### src/rtl/uart_arb_pkg.sv
// uart_arb_pkg: shared FSM encoding, state width and defaults
// for the UART transmit arbiter (uart_tx_arb, rr_pick).
package uart_arb_pkg;

  localparam int ST_W = 2;

  typedef logic [ST_W-1:0] arb_state_t;

  localparam arb_state_t IDLE      = 2'd0;
  localparam arb_state_t ISSUE     = 2'd1;
  localparam arb_state_t WAIT_RISE = 2'd2;
  localparam arb_state_t WAIT_FALL = 2'd3;

  localparam int BUSY_TIMEOUT_DEF = 16;

  function automatic int id_w(int n);
    return (n > 1) ? $clog2(n) : 1;
  endfunction

endpackage

### src/rtl/rr_pick.sv
// rr_pick: rotating-priority search starting at ptr, wrapping.
// Ports: req (request vector), ptr (start index), any, idx.
module rr_pick
  import uart_arb_pkg::*;
#(
  parameter int N = 2,
  parameter int W = 1
) (
  input  logic [N-1:0] req,
  input  logic [W-1:0] ptr,
  output logic         any,
  output logic [W-1:0] idx
);

  // Walk from the farthest slot back to ptr so the slot
  // closest to ptr is the last (and winning) assignment.
  always_comb begin
    int j;
    logic [W-1:0] c;
    j   = 0;
    c   = '0;
    any = 1'b0;
    idx = '0;
    for (int i = N - 1; i >= 0; i--) begin
      j = (int'(ptr) + i) % N;
      c = W'(j);
      if (req[c]) begin
        any = 1'b1;
        idx = c;
      end
    end
  end

endmodule

### src/rtl/uart_tx_arb.sv
// uart_tx_arb: round-robin byte arbiter feeding one UART tx.
// Ports: clk, rst (async high), req_valid/req_data/req_last
// in, req_ready out; uart_wr_en/uart_wr_data out,
// uart_tx_busy in; grant_id, arb_busy status.
// Option: define UART_ARB_LOCK_EN to hold the grant across a
// multi-byte message until a byte with req_last=1.
module uart_tx_arb
  import uart_arb_pkg::*;
#(
  parameter int N_REQ        = 2,
  parameter int BUSY_TIMEOUT = BUSY_TIMEOUT_DEF,
  localparam int GW          = id_w(N_REQ)
) (
  input  logic               clk,
  input  logic               rst,
  input  logic [N_REQ-1:0]   req_valid,
  input  logic [8*N_REQ-1:0] req_data,
  input  logic [N_REQ-1:0]   req_last,
  output logic [N_REQ-1:0]   req_ready,
  output logic               uart_wr_en,
  output logic [7:0]         uart_wr_data,
  input  logic               uart_tx_busy,
  output logic [GW-1:0]      grant_id,
  output logic               arb_busy
);

  localparam int CW = $clog2(BUSY_TIMEOUT + 1);

  arb_state_t       state;
  logic [GW-1:0]    ptr;
  logic [CW-1:0]    tmo_cnt;
  logic [N_REQ-1:0] elig;
  logic             pick_any;
  logic [GW-1:0]    pick_idx;
  logic [GW-1:0]    pick_nxt;
  logic [N_REQ-1:0] pick_oh;

`ifdef UART_ARB_LOCK_EN
  logic             lock;
  logic [N_REQ-1:0] gmask;

  always_comb begin
    gmask           = '0;
    gmask[grant_id] = 1'b1;
  end

  assign elig = lock ? (req_valid & gmask) : req_valid;
`else
  logic unused_last;
  assign unused_last = ^req_last;
  assign elig        = req_valid;
`endif

  rr_pick #(
    .N (N_REQ),
    .W (GW)
  ) u_pick (
    .req (elig),
    .ptr (ptr),
    .any (pick_any),
    .idx (pick_idx)
  );

  always_comb begin
    pick_oh           = '0;
    pick_oh[pick_idx] = 1'b1;
  end

  assign pick_nxt = (pick_idx == GW'(N_REQ - 1))
                  ? '0 : pick_idx + 1'b1;

  assign arb_busy = (state != IDLE);

  // Strobes, data and last are captured on the grant edge so
  // the requester may move on as soon as req_ready is seen.
  always_ff @(posedge clk or posedge rst) begin
    if (rst) begin
      state        <= IDLE;
      ptr          <= '0;
      tmo_cnt      <= '0;
      grant_id     <= '0;
      req_ready    <= '0;
      uart_wr_en   <= 1'b0;
      uart_wr_data <= 8'h00;
`ifdef UART_ARB_LOCK_EN
      lock         <= 1'b0;
`endif
    end else begin
      req_ready    <= '0;
      uart_wr_en   <= 1'b0;
      uart_wr_data <= 8'h00;
      unique case (state)
        IDLE: begin
          if (pick_any && !uart_tx_busy) begin
            state        <= ISSUE;
            grant_id     <= pick_idx;
            req_ready    <= pick_oh;
            uart_wr_en   <= 1'b1;
            uart_wr_data <= req_data[{pick_idx, 3'b000} +: 8];
`ifdef UART_ARB_LOCK_EN
            lock <= !req_last[pick_idx];
            if (req_last[pick_idx]) ptr <= pick_nxt;
`else
            ptr <= pick_nxt;
`endif
          end
        end
        ISSUE: begin
          state   <= WAIT_RISE;
          tmo_cnt <= '0;
        end
        WAIT_RISE: begin
          if (uart_tx_busy) begin
            state <= WAIT_FALL;
          end else if (tmo_cnt == CW'(BUSY_TIMEOUT - 1)) begin
            state <= IDLE;
          end else begin
            tmo_cnt <= tmo_cnt + 1'b1;
          end
        end
        WAIT_FALL: begin
          if (!uart_tx_busy) state <= IDLE;
        end
      endcase
    end
  end

endmodule

### config.mk
export PLATFORM = sky130hd
export DESIGN_NAME = uart_tx_arb
export DESIGN_NICKNAME = d
export VERILOG_FILES = /design/src/rtl/uart_arb_pkg.sv /design/src/rtl/rr_pick.sv /design/src/rtl/uart_tx_arb.sv
export SDC_FILE = /design/constraint.sdc
export NUM_CORES = 1
export LEC_CHECK = 0
export ABC_AREA = 1
export CORE_MARGIN = 3
export CORE_UTILIZATION = 40
export CTS_CLUSTER_DIAMETER = 50
export DETAILED_ROUTE_END_ITERATION = 8
export PLACE_DENSITY = 0.74
export RECOVER_POWER = 25
export SLEW_MARGIN = 20
export SYNTH_ARGS = -nofsm -noshare
export SYNTH_HDL_FRONTEND = slang
export SYNTH_SLANG_ARGS = --single-unit
### constraint.sdc
create_clock -name clk -period 3.5 [get_ports clk]
set_clock_uncertainty 0.05 [all_clocks]
set_input_delay 0.875 -clock clk [delete_from_list [all_inputs] [get_ports clk]]
set_output_delay 0.875 -clock clk [all_outputs]
set_load 0.03 [all_outputs]
**Word-level counts from Yosys, hierarchy flattened**

Index checks and enable logic that the tools add are counted.

- Flip-flop bits (word level): 20
- Input port bits: 23
- Output and inout bits: 13
- Logic and storage cells: 58

- Add/sub/neg operators: 3
- $lt $le $gt $ge: 4
- Equal/unequal tests: 9
- Shifts and indexed selects: 1
- Muxes and demuxes: 25
- Reduce and logical (&&, ||, !) cells: 9

Operators with widths:

| kind | number |
|---|---|
| $mux W8 | 2 |
| $shiftx A16 B5 Y8 | 1 |
| $mux W1 | 12 |
| $mux W2 | 6 |
| $mux W5 | 2 |
| $pmux W5 S2 | 1 |
| $ne A2 B2 Y1 const B | 4 |
| $pmux W2 S4 | 1 |
| $lt A1 B2 Y1 const B | 3 |
| $reduce_and A3 Y1 | 2 |
| $add A5 B1 Y5 const B | 1 |
| $eq A5 B4 Y1 const B | 1 |
| $eq A2 B2 Y1 const B | 2 |
| $reduce_bool A2 Y1 | 2 |
| $ne A3 B3 Y1 const B | 1 |
| $add A1 B1 Y1 const B | 2 |
| $eq A2 B1 Y1 const B | 1 |
| $logic_and A1 B1 Y1 | 2 |
| $logic_not A2 Y1 | 1 |
| $reduce_and A2 Y1 | 1 |
| $demux W1 S1 | 1 |
| $ge A1 B1 Y1 const B | 1 |
| $logic_not A1 Y1 | 1 |

**Longest topological paths before layout**

Gate-level depths: netlist of run 1.

- Word-level depth: 11
- Mapped depth: 10
- Depth with buffers taken out: 10

**Cells and area by module**

A second synthesis of run 1 with hierarchy kept.

- Cell total of the unflattened synthesis: 104
- Area total of the unflattened synthesis: 932.1 um2

By module, submodules not included:

| module | times used | cells each | area each (um2) | seq. area each (um2) |
|---|---|---|---|---|
| uart_tx_arb | 1 | 100 | 913.4 | 500.5 |
| rr_pick | 1 | 4 | 18.8 | 0.0 |

**Worst setup path after synthesis of run 1**

Ideal clock, no wire load.

- Kind: flip-flop to output port
- From: reg state[1]
- To: out arb_busy
- Arrival time: 628 ps
- Required time: 2,575 ps
- Path slack: 1,947 ps
- Stages on the path, launching flop included: 3
- Buffers on the path: 0
- Path through: dfrtp_1 > nor2_2 > inv_2

- Longest elaborated chain between the ends: 1

Ends and longest elaborated chain:

| what | line | RTL |
|---|---|---|
| from (decl) | uart_tx_arb.sv:29 | `arb_state_t state;` |
| from (signal assigned) | uart_tx_arb.sv:78 | `state <= IDLE;` |
| from (signal assigned) | uart_tx_arb.sv:95 | `state <= ISSUE;` |
| from (signal assigned) | uart_tx_arb.sv:109 | `state <= WAIT_RISE;` |
| $reduce_bool A2 Y1 | uart_tx_arb.sv:72 | `assign arb_busy = (state != IDLE);` |
| to (decl) | uart_tx_arb.sv:24 | `output logic arb_busy` |

Every way passes these cells.

**Final worst setup path of run 1**

Same ends and word-level chain as after synthesis.

==> flow_summary.json, run 1 <==
{
  "wire_per_inst_um": 12.4,
  "endpoint_kind": "primary output",
  "ys_top_cells_by_count": "25 x nand2_1, 20 x dfrtp_1, 18 x nand3_1",
  "maxCapViolCount": 0,
  "grt_pass1_vias": 802,
  "cp_cell_sequence": "nor2_2 -> inv_2 -> clkdlybuf4s50_1",
  "period_share_pct": 79.1,
  "first_pass_iters": 4,
  "antenna_found_initial": 0,
  "synth-warning-count": 0,
  "avgSynthCellArea_um2": 8.77,
  "num_vias": 812,
  "cts.clk_slew.worst_paths_ns": 0.11,
  "synthesis.area_um2": 921,
  "critPathMaxFanout": 11,
  "crit_required_ns": 2.57,
  "maxSlewViolCount": 0,
  "whs_ns": 0.468,
  "grt_first_pass_wirelength_um": 3450,
  "syn_nets": 130,
  "grtUsageTotal_pct": 16.5,
  "via_per_inst": 4.86,
  "core_um2": 2060,
  "synth-edff-count": 0,
  "start_util_pct": 44.7,
  "fp.dieW_um": 54.0,
  "gp_congestion": 0.767,
  "final_area_um2": 1310,
  "cts_tree": "built",
  "slowest_stage": "clkdlybuf4s50_1",
  "synth_seq_area_share_pct": 54.3,
  "yosysTopAreaCell": "dfrtp_1",
  "drt_wl_total_um": 2080,
  "ys_top_cells_by_area": "dfrtp_1 54%, nand2_1 10%, nand3_1 9.8%",
  "relSlewSlack_pct": 51.4,
  "grt-ovfl-total": 0,
  "yosys.area.top_type_share_pct": 54.3,
  "dp_hpwl_um": 1610,
  "async_flop_share_pct": 100,
  "fmax_ghz": 0.361,
  "num_rows": 16,
  "nets": 166,
  "clk_path_buf_depth": 2,
  "cts_sinks": 20,
  "tightest_slew_ns": 0.729,
  "setup_viol": 0,
  "drive_above_1_share_pct": 12.1,
  "htreeDepth": 1,
  "synth_top_flop_cell": "dfrtp_1",
  "ctsHoldBuffers": 0,
  "holdCritPathClass": "reg -> reg",
  "start_kind": "flip-flop",
  "final_antenna_net_count": 0,
  "grt_max_degree": 21,
  "arrival_ns": 1.85,
  "yosys.cell_count.top_type": "nand2_1",
  "ios": 36,
  "area_delta_synth_final_pct": 42.1,
  "numPortBuffers": 33,
  "post_cts_buffers": 0,
  "fin_tns_setup_ns": 0,
  "power_w": 0.000824,
  "worstSetupPathType": "reg -> out",
  "drc": 0,
  "place_area_um2": 1270,
  "cts_resized": 0,
  "insertion_delay_ns": 0.30,
  "finalHoldViolCount": 0,
  "drt-initial-drc-count": 7,
  "die-area_um2": 2910,
  "die_y_um": 54.0,
  "worst_path_largest_cell_delay_ns": 0.61,
  "powerDensity_nw_per_um2": 629,
  "leakage_nw": 0.628,
  "status": "finished, final reports clean",
  "period_needed_ns": 2.77,
  "n_antenna_cell": 0,
  "ir_worst_vdd_v": 0.000361,
  "synthDistinctLibCells": 19,
  "cts_root_buf": "clkbuf_4",
  "rsz0062_at_grt": "no",
  "ys_ff_latch": 20,
  "numCtsBuffers": 3,
  "synthesis.instances": 105
}
cells by family (layout without fill, tap and decap cells):
group | after synthesis | after routing | synth area share, %
simple gates | 58 | 58 | 30.3
buf+inv | 16 | 51 | 7.06
fa+ha+maj | 2 | 2 | 2.72
flops | 20 | 20 | 54.3
compound gates | 9 | 9 | 5.57
final cells by class:
cell class / instances / area, µm²
tap: 27 / 33.8
clock buffer: 4 / 36.3
sequential: 20 / 500
timing repair buffer: 33 / 330
inverter: 14 / 52.6
fill: 171 / 753
multi-input combinational: 69 / 355
sequential cells by signal, indices dropped and copies added, names as in the netlist:
name	cells
uart_wr_data	8
tmo_cnt	5
req_ready	2
state	2
grant_id	1
ptr	1
uart_wr_en	1
layer usage:
layer  part of all wire (%)  GRT usage [%]
met5                      0              0
met4                   0.92           7.47
met3                    3.7           1.94
met2                     52           28.6
met1                     44           20.3
path summary, 6_finish.rpt:
| path | startpoint | endpoint | slack, ns | cells past startpoint |
|---|---|---|---|---|
| min in group asynchronous | rst | tmo_cnt[1]$_DFFE_PP0P_ | 1.08 | 2 |
| hold / removal | grant_id$_DFFE_PP0P_ | grant_id$_DFFE_PP0P_ | 0.47 | 2 |
| setup reg to reg | state[1]$_DFFE_PP0P_ | ptr$_DFFE_PP0P_ | 1.85 | 5 |
| max in group asynchronous | rst | uart_wr_data[3]$_DFF_PP0_ | 1.87 | 2 |
| hold reg to reg | grant_id$_DFFE_PP0P_ | grant_id$_DFFE_PP0P_ | 0.47 | 2 |
| setup / recovery | state[1]$_DFFE_PP0P_ | arb_busy | 0.73 | 3 |
layout by cell type (no fill, tap or decap), drive strengths merged:
cell type / netlist / final
clkdlybuf4s50: 0 / 32
nand2: 27 / 27
dfrtp: 20 / 20
nand3: 18 / 18
inv: 14 / 14
nor2: 11 / 11
o21ai: 6 / 6
clkbuf: 0 / 4
a21oi: 2 / 2
ha: 2 / 2
o211ai: 1 / 1
or2: 1 / 1
nand3b: 1 / 1
dlygate4sd3: 0 / 1
where the power goes:
part / leakage [nW] / internal (W) / switching (W) / total (W)
registers: 0.267 / 0.000287 / 0.0000383 / 0.000325
clock network: 0.0210 / 0.0000635 / 0.0000723 / 0.000136
logic: 0.340 / 0.000141 / 0.000222 / 0.000363
total: 0.628 / 0.000491 / 0.000333 / 0.000824
critical path, delay by kind of cell (launching register included):
family        cells  cell delay (ns)
buf+inv           2             0.70
simple gates      1             0.38
flops             1             0.46
through the flow:
step | setup slack (ns) | utilization (%) | cells
2_1_floorplan | 1.95 | - | 105
3_3_place_gp | 1.07 | 61.7 | 163
3_5_place_dp | 1.09 | 61.7 | 163
4_1_cts | 0.728 | 63.5 | 167
5_1_grt | 0.599 | 63.5 | 167
6_report | 0.730 | 63.5 | 167
(Power assumes the default switching activity.)
==> inputs of run 2 (changes only) <==
--- a/config.mk
+++ b/config.mk
@@ -7,7 +7,7 @@
 export LEC_CHECK = 0
 export ABC_AREA = 1
 export CORE_MARGIN = 3
-export CORE_UTILIZATION = 40
+export CORE_UTILIZATION = 38
 export CTS_CLUSTER_DIAMETER = 50
 export DETAILED_ROUTE_END_ITERATION = 8
 export PLACE_DENSITY = 0.74
==> constraint.sdc (replaced) <==
create_clock -name clk -period 2.5 [get_ports clk]
set_clock_uncertainty 0.05 [all_clocks]
set_input_delay 0.625 -clock clk [delete_from_list [all_inputs] [get_ports clk]]
set_output_delay 0.625 -clock clk [all_outputs]
set_load 0.03 [all_outputs]
==> run 2 against run 1 <==
  * Clock-buffer cell count shrank 1
  * Worst hold slack lost 0.0078 ns
  * Power grew 50%
  * Sequential cell count is the same
  * First-iteration DRC count grew 86%
  * Global-route usage shrank 2.8 points
  * Combinational power grew 42%
  * Clock power grew 94%
  * Highest routed layer unchanged
==> flow_summary.json, run 2 (synthesized netlist as in run 1, its figures left out) <==
{
  "dp_hpwl_um": 1530,
  "area_delta_synth_final_pct": 45.2,
  "layout_common_cells": "32 x clkdlybuf4s50_1, 25 x nand2_1, 20 x dfrtp_1",
  "ir_worst_vdd_v": 0.000612,
  "num_rows": 17,
  "grt_first_pass_wirelength_um": 3370,
  "gp_congestion": 0.741,
  "cts_tree": "built",
  "start_kind": "flip-flop",
  "met2_usage_pct": 24.7,
  "worstSetupPathType": "reg -> out",
  "cts_sinks": 20,
  "fin_tns_setup_ns": 0,
  "numPortBuffers": 33,
  "nets": 168,
  "antenna_found_initial": 0,
  "drc": 0,
  "start_util_pct": 40.8,
  "grt_util_met3_pct": 4.44,
  "cts.clk_slew.worst_paths_ns": 0.11,
  "wire_per_inst_um": 11.4,
  "grt_max_degree": 21,
  "use_met1_pct": 15.1,
  "place_area_um2": 1290,
  "fillers": 217,
  "hold_depth": 2,
  "finalHoldViolCount": 0,
  "die_y_um": 55.2,
  "ctsHoldBuffers": 0,
  "grt_pass1_vias": 807,
  "final_antenna_net_count": 0,
  "ios": 36,
  "grtUsageTotal_pct": 13.7,
  "insertion_delay_ns": 0.30,
  "final_area_um2": 1340,
  "largest_register": "uart_wr_data",
  "period_needed_ns": 2.25,
  "largest_reg_flops": 8,
  "via_per_inst": 4.77,
  "htreeDepth": 1,
  "holdCritPathClass": "reg -> reg",
  "n_antenna_cell": 0,
  "core_um2": 2250,
  "post_cts_buffers": 0,
  "critPathMaxFanout": 6,
  "clk_path_buf_depth": 2,
  "reg2regPathDepth": 10,
  "cts_root_buf": "clkbuf_4",
  "leakage_nw": 0.641,
  "cts_resized": 0,
  "fp.dieW_um": 55.2,
  "grt-ovfl-total": 0,
  "numCtsBuffers": 3,
  "arrival_ns": 1.58,
  "largestRegisters": "uart_wr_data (8), tmo_cnt (5)",
  "drt_wl_total_um": 1940,
  "maxSlewViolCount": 0,
  "endpoint_kind": "primary output",
  "period_share_pct": 90.1,
  "powerDensity_nw_per_um2": 925,
  "die-area_um2": 3050,
  "maxCapViolCount": 0,
  "rsz0062_at_grt": "no",
  "setup_viol": 0,
  "fmax_ghz": 0.444,
  "final_common_cell": "clkdlybuf4s50_1",
  "status": "finished, final reports clean",
  "first_pass_iters": 4,
  "relSlewSlack_pct": 30.1,
  "crit_required_ns": 1.82,
  "drive_above_1_share_pct": 12.7,
  "tightest_slew_ns": 1.05,
  "grt.busiest_layer": "met2",
  "num_vias": 811,
  "drt-initial-drc-count": 13
}
## run 2: changes by cell type in the layout (fill, tap and decap cells not counted), sizes merged
cell,delta
buf,+1
bufinv,+1
## run 2: layout make-up
type | count | area [µm²] | area share [%]
Inverter | 14 | 52.6 | 3.93
Tap cell | 28 | 35.0 | 2.62
Clock buffer | 3 | 22.5 | 1.68
Clock inverter | 1 | 30.0 | 2.25
Timing Repair Buffer | 35 | 342 | 25.5
Sequential cell | 20 | 500 | 37.4
Multi-Input combinational cell | 69 | 355 | 26.6
## run 2: where the power goes
part	internal [W]	total [W]	switching (W)
sequential	0.000402	0.000456	0.0000543
clock	0.000162	0.000264	0.000102
combinational	0.000208	0.000517	0.000309
## run 2: worst paths after layout
path	slack (ns)	startpoint	to
max	0.25	state[1]$_DFFE_PP0P_	arb_busy
min	0.46	tmo_cnt[4]$_DFFE_PP0P_	tmo_cnt[4]$_DFFE_PP0P_
max reg2reg	0.89	tmo_cnt[0]$_DFFE_PP0P_	tmo_cnt[3]$_DFFE_PP0P_
min reg2reg	0.46	tmo_cnt[4]$_DFFE_PP0P_	tmo_cnt[4]$_DFFE_PP0P_
max in group asynchronous	0.75	rst	state[1]$_DFFE_PP0P_
min in group asynchronous	1.02	rst	tmo_cnt[0]$_DFFE_PP0P_
## run 2: per-stage QoR
stage	hold WS [ns]	cells	utilization (%)	setup slack, ns	power (W)
after global routing	0.491	170	59.3	0.151	0.00133
after global placement	0.427	166	57.2	0.489	0.000976
after floorplan	0.409	105	-	1.03	0.000799
final	0.460	170	59.3	0.249	0.00124
after CTS	0.465	170	59.5	0.252	0.00125
after detailed placement	0.436	166	57.2	0.432	0.000988
## run 2: worst max-delay path: stages, from the launching register on
cell and delay, ns:
dfrtp_1 0.47, nor2_2 0.07, inv_2 0.07, clkdlybuf4s50_1 0.67
## run 2: layer usage
| layer | share of wire, % | wire [µm] | vias up |
|---|---|---|---|
| met5 | 0 | 0 | - |
| met4 | 0.72 | 14 | 0 |
| met3 | 7.6 | 147 | 2 |
| met2 | 50 | 960 | 22 |
| met1 | 42 | 814 | 375 |
| li1 | - | - | 412 |
==> inputs of run 3 (changes only) <==
--- a/config.mk
+++ b/config.mk
@@ -7,7 +7,7 @@
 export LEC_CHECK = 0
 export ABC_AREA = 1
 export CORE_MARGIN = 3
-export CORE_UTILIZATION = 38
+export CORE_UTILIZATION = 40
 export CTS_CLUSTER_DIAMETER = 50
 export DETAILED_ROUTE_END_ITERATION = 8
 export PLACE_DENSITY = 0.74
==> constraint.sdc (replaced) <==
create_clock -name clk -period 2.45 [get_ports clk]
set_clock_uncertainty 0.05 [all_clocks]
set_input_delay 0.6125 -clock clk [delete_from_list [all_inputs] [get_ports clk]]
set_output_delay 0.6125 -clock clk [all_outputs]
set_load 0.03 [all_outputs]
==> run 3 against run 2 <==
  * Global-route usage rose by 2.6 points
  * Worst hold slack better by 0.0048 ns
  * Die area is 4.5% lower
  * Cell area about the same
  * Clock-buffer cell count is the same
  * Sequential cell count did not move
  * Final cell count shrank 0.59%
  * Non-clock buffer count is the same
  * Sequential share of layout area barely moved
  * Via count increased by 0.12%
  * Power increased by 2.5%
  * Clock power grew 2%
  * Highest routed layer unchanged
==> flow_summary.json, run 3 (synthesized netlist as in run 1, its figures left out) <==
{
  "drt-initial-drc-count": 15,
  "critPathMaxFanout": 6,
  "numPortBuffers": 33,
  "htreeDepth": 1,
  "nets": 168,
  "whs_ns": 0.465,
  "finalHoldViolCount": 0,
  "core_um2": 2060,
  "largest_reg_flops": 8,
  "cts.clk_slew.worst_paths_ns": 0.11,
  "p_int_w": 0.000788,
  "setup_viol": 0,
  "cts_resized": 0,
  "finalNonFillerCells": 169,
  "area_delta_synth_final_pct": 45.1,
  "numCtsBuffers": 3,
  "powerDensity_nw_per_um2": 949,
  "layout_common_cells": "32 x clkdlybuf4s50_1, 25 x nand2_1, 20 x dfrtp_1",
  "crit_required_ns": 1.79,
  "cts_root_buf": "clkbuf_4",
  "drt_wl_total_um": 2080,
  "first_pass_iters": 4,
  "leakage_nw": 0.641,
  "status": "finished, final reports clean",
  "r2r_slack_ns": 0.86,
  "cts_sinks": 20,
  "start_util_pct": 44.7,
  "rsz0062_at_grt": "no",
  "fp.dieW_um": 54.0,
  "maxSlewViolCount": 0,
  "maxCapViolCount": 0,
  "p_clk_share_pct": 21.2,
  "utilization_pct": 64.8,
  "start_kind": "flip-flop",
  "ios": 36,
  "drive_above_1_share_pct": 12.7,
  "dp_hpwl_um": 1570,
  "wire_per_inst_um": 12.3,
  "seqPwrFrac_pct": 36.8,
  "insertion_delay_ns": 0.30,
  "gp_congestion": 0.796,
  "period_needed_ns": 2.25,
  "fin_tns_setup_ns": 0,
  "drc": 0,
  "cts_tree": "built",
  "grt_first_pass_wirelength_um": 3350,
  "largest_register": "uart_wr_data",
  "die_y_um": 54.0,
  "place_inst": 165,
  "final_common_cell": "clkdlybuf4s50_1",
  "grt_max_degree": 21,
  "grt-ovfl-total": 0,
  "final_antenna_net_count": 0,
  "largestRegisters": "uart_wr_data (8), tmo_cnt (5)",
  "relSlewSlack_pct": 28.0,
  "holdCritPathClass": "reg -> reg",
  "p_sw_w": 0.000481,
  "n_antenna_cell": 0,
  "num_vias": 812,
  "tightest_slew_ns": 1.08,
  "power_w": 0.00127,
  "worstSetupPathType": "reg -> out",
  "period_share_pct": 91.7,
  "grtUsageTotal_pct": 16.3,
  "via_per_inst": 4.80,
  "ir_worst_vdd_v": 0.000560,
  "grt_pass1_vias": 738,
  "post_cts_buffers": 0,
  "num_rows": 16,
  "clk_path_buf_depth": 2,
  "arrival_ns": 1.58,
  "die-area_um2": 2910,
  "p_sw_share_pct": 37.9,
  "fmax_ghz": 0.445,
  "ctsHoldBuffers": 0,
  "comb_power_share_pct": 42.0,
  "endpoint_kind": "primary output",
  "antenna_found_initial": 0
}
run 3: cell counts in the layout (fill, tap and decap cells not counted):
Identical to the previous run, type by type.
run 3: final timing paths:
path	startpoint	to	depth (start not counted)
worst max-delay path	state[1]$_DFFE_PP0P_	arb_busy	3
worst min-delay path	tmo_cnt[4]$_DFFE_PP0P_	tmo_cnt[4]$_DFFE_PP0P_	2
worst max register to register	tmo_cnt[0]$_DFFE_PP0P_	tmo_cnt[3]$_DFFE_PP0P_	10
worst min register to register	tmo_cnt[4]$_DFFE_PP0P_	tmo_cnt[4]$_DFFE_PP0P_	2
max in group asynchronous	rst	uart_wr_data[3]$_DFF_PP0_	3
min in group asynchronous	rst	uart_wr_data[7]$_DFF_PP0_	3
run 3: layout make-up:
cell class	instances	area [µm²]
clock buffer	3	22.5
clock inverter	1	30.0
fill	175	726
inverter	14	52.6
multi-input combinational	69	355
sequential	20	500
tap	27	33.8
timing repair buffer	35	342
run 3: per-stage QoR:
stage | instance area [µm²] | setup slack [ns]
after CTS | 1340 | 0.184
after global routing | 1340 | 0.0996
after detailed placement | 1290 | 0.433
final | 1340 | 0.203
after floorplan | 921 | 0.978
after global placement | 1290 | 0.431
run 3: per-layer routing:
| metal | vias to the layer above | share of wire, % | track usage [%] | routed length (µm) |
|---|---|---|---|---|
| met5 | - | 0 | 0 | 0 |
| met4 | 0 | 2.1 | 9.96 | 44 |
| met3 | 4 | 6.5 | 1.94 | 136 |
| met2 | 26 | 48 | 24.8 | 1010 |
| met1 | 372 | 43 | 22.0 | 894 |
| li1 | 410 | - | - | - |
run 3: worst max-delay path, cell delays in order, from the launching register on:
cell and delay [ns]:
dfrtp_1 0.48, nor2_2 0.07, inv_2 0.07, clkdlybuf4s50_1 0.66
run 3: power groups by stage:
stage               Combinational (W)  Clock (W)  Sequential (W)
CTS                          0.000538   0.000280        0.000466
floorplan                    0.000274          0        0.000541
global placement             0.000526          0        0.000467
detailed placement           0.000537          0        0.000472
global route                 0.000583   0.000293        0.000477
finish                       0.000532   0.000269        0.000467
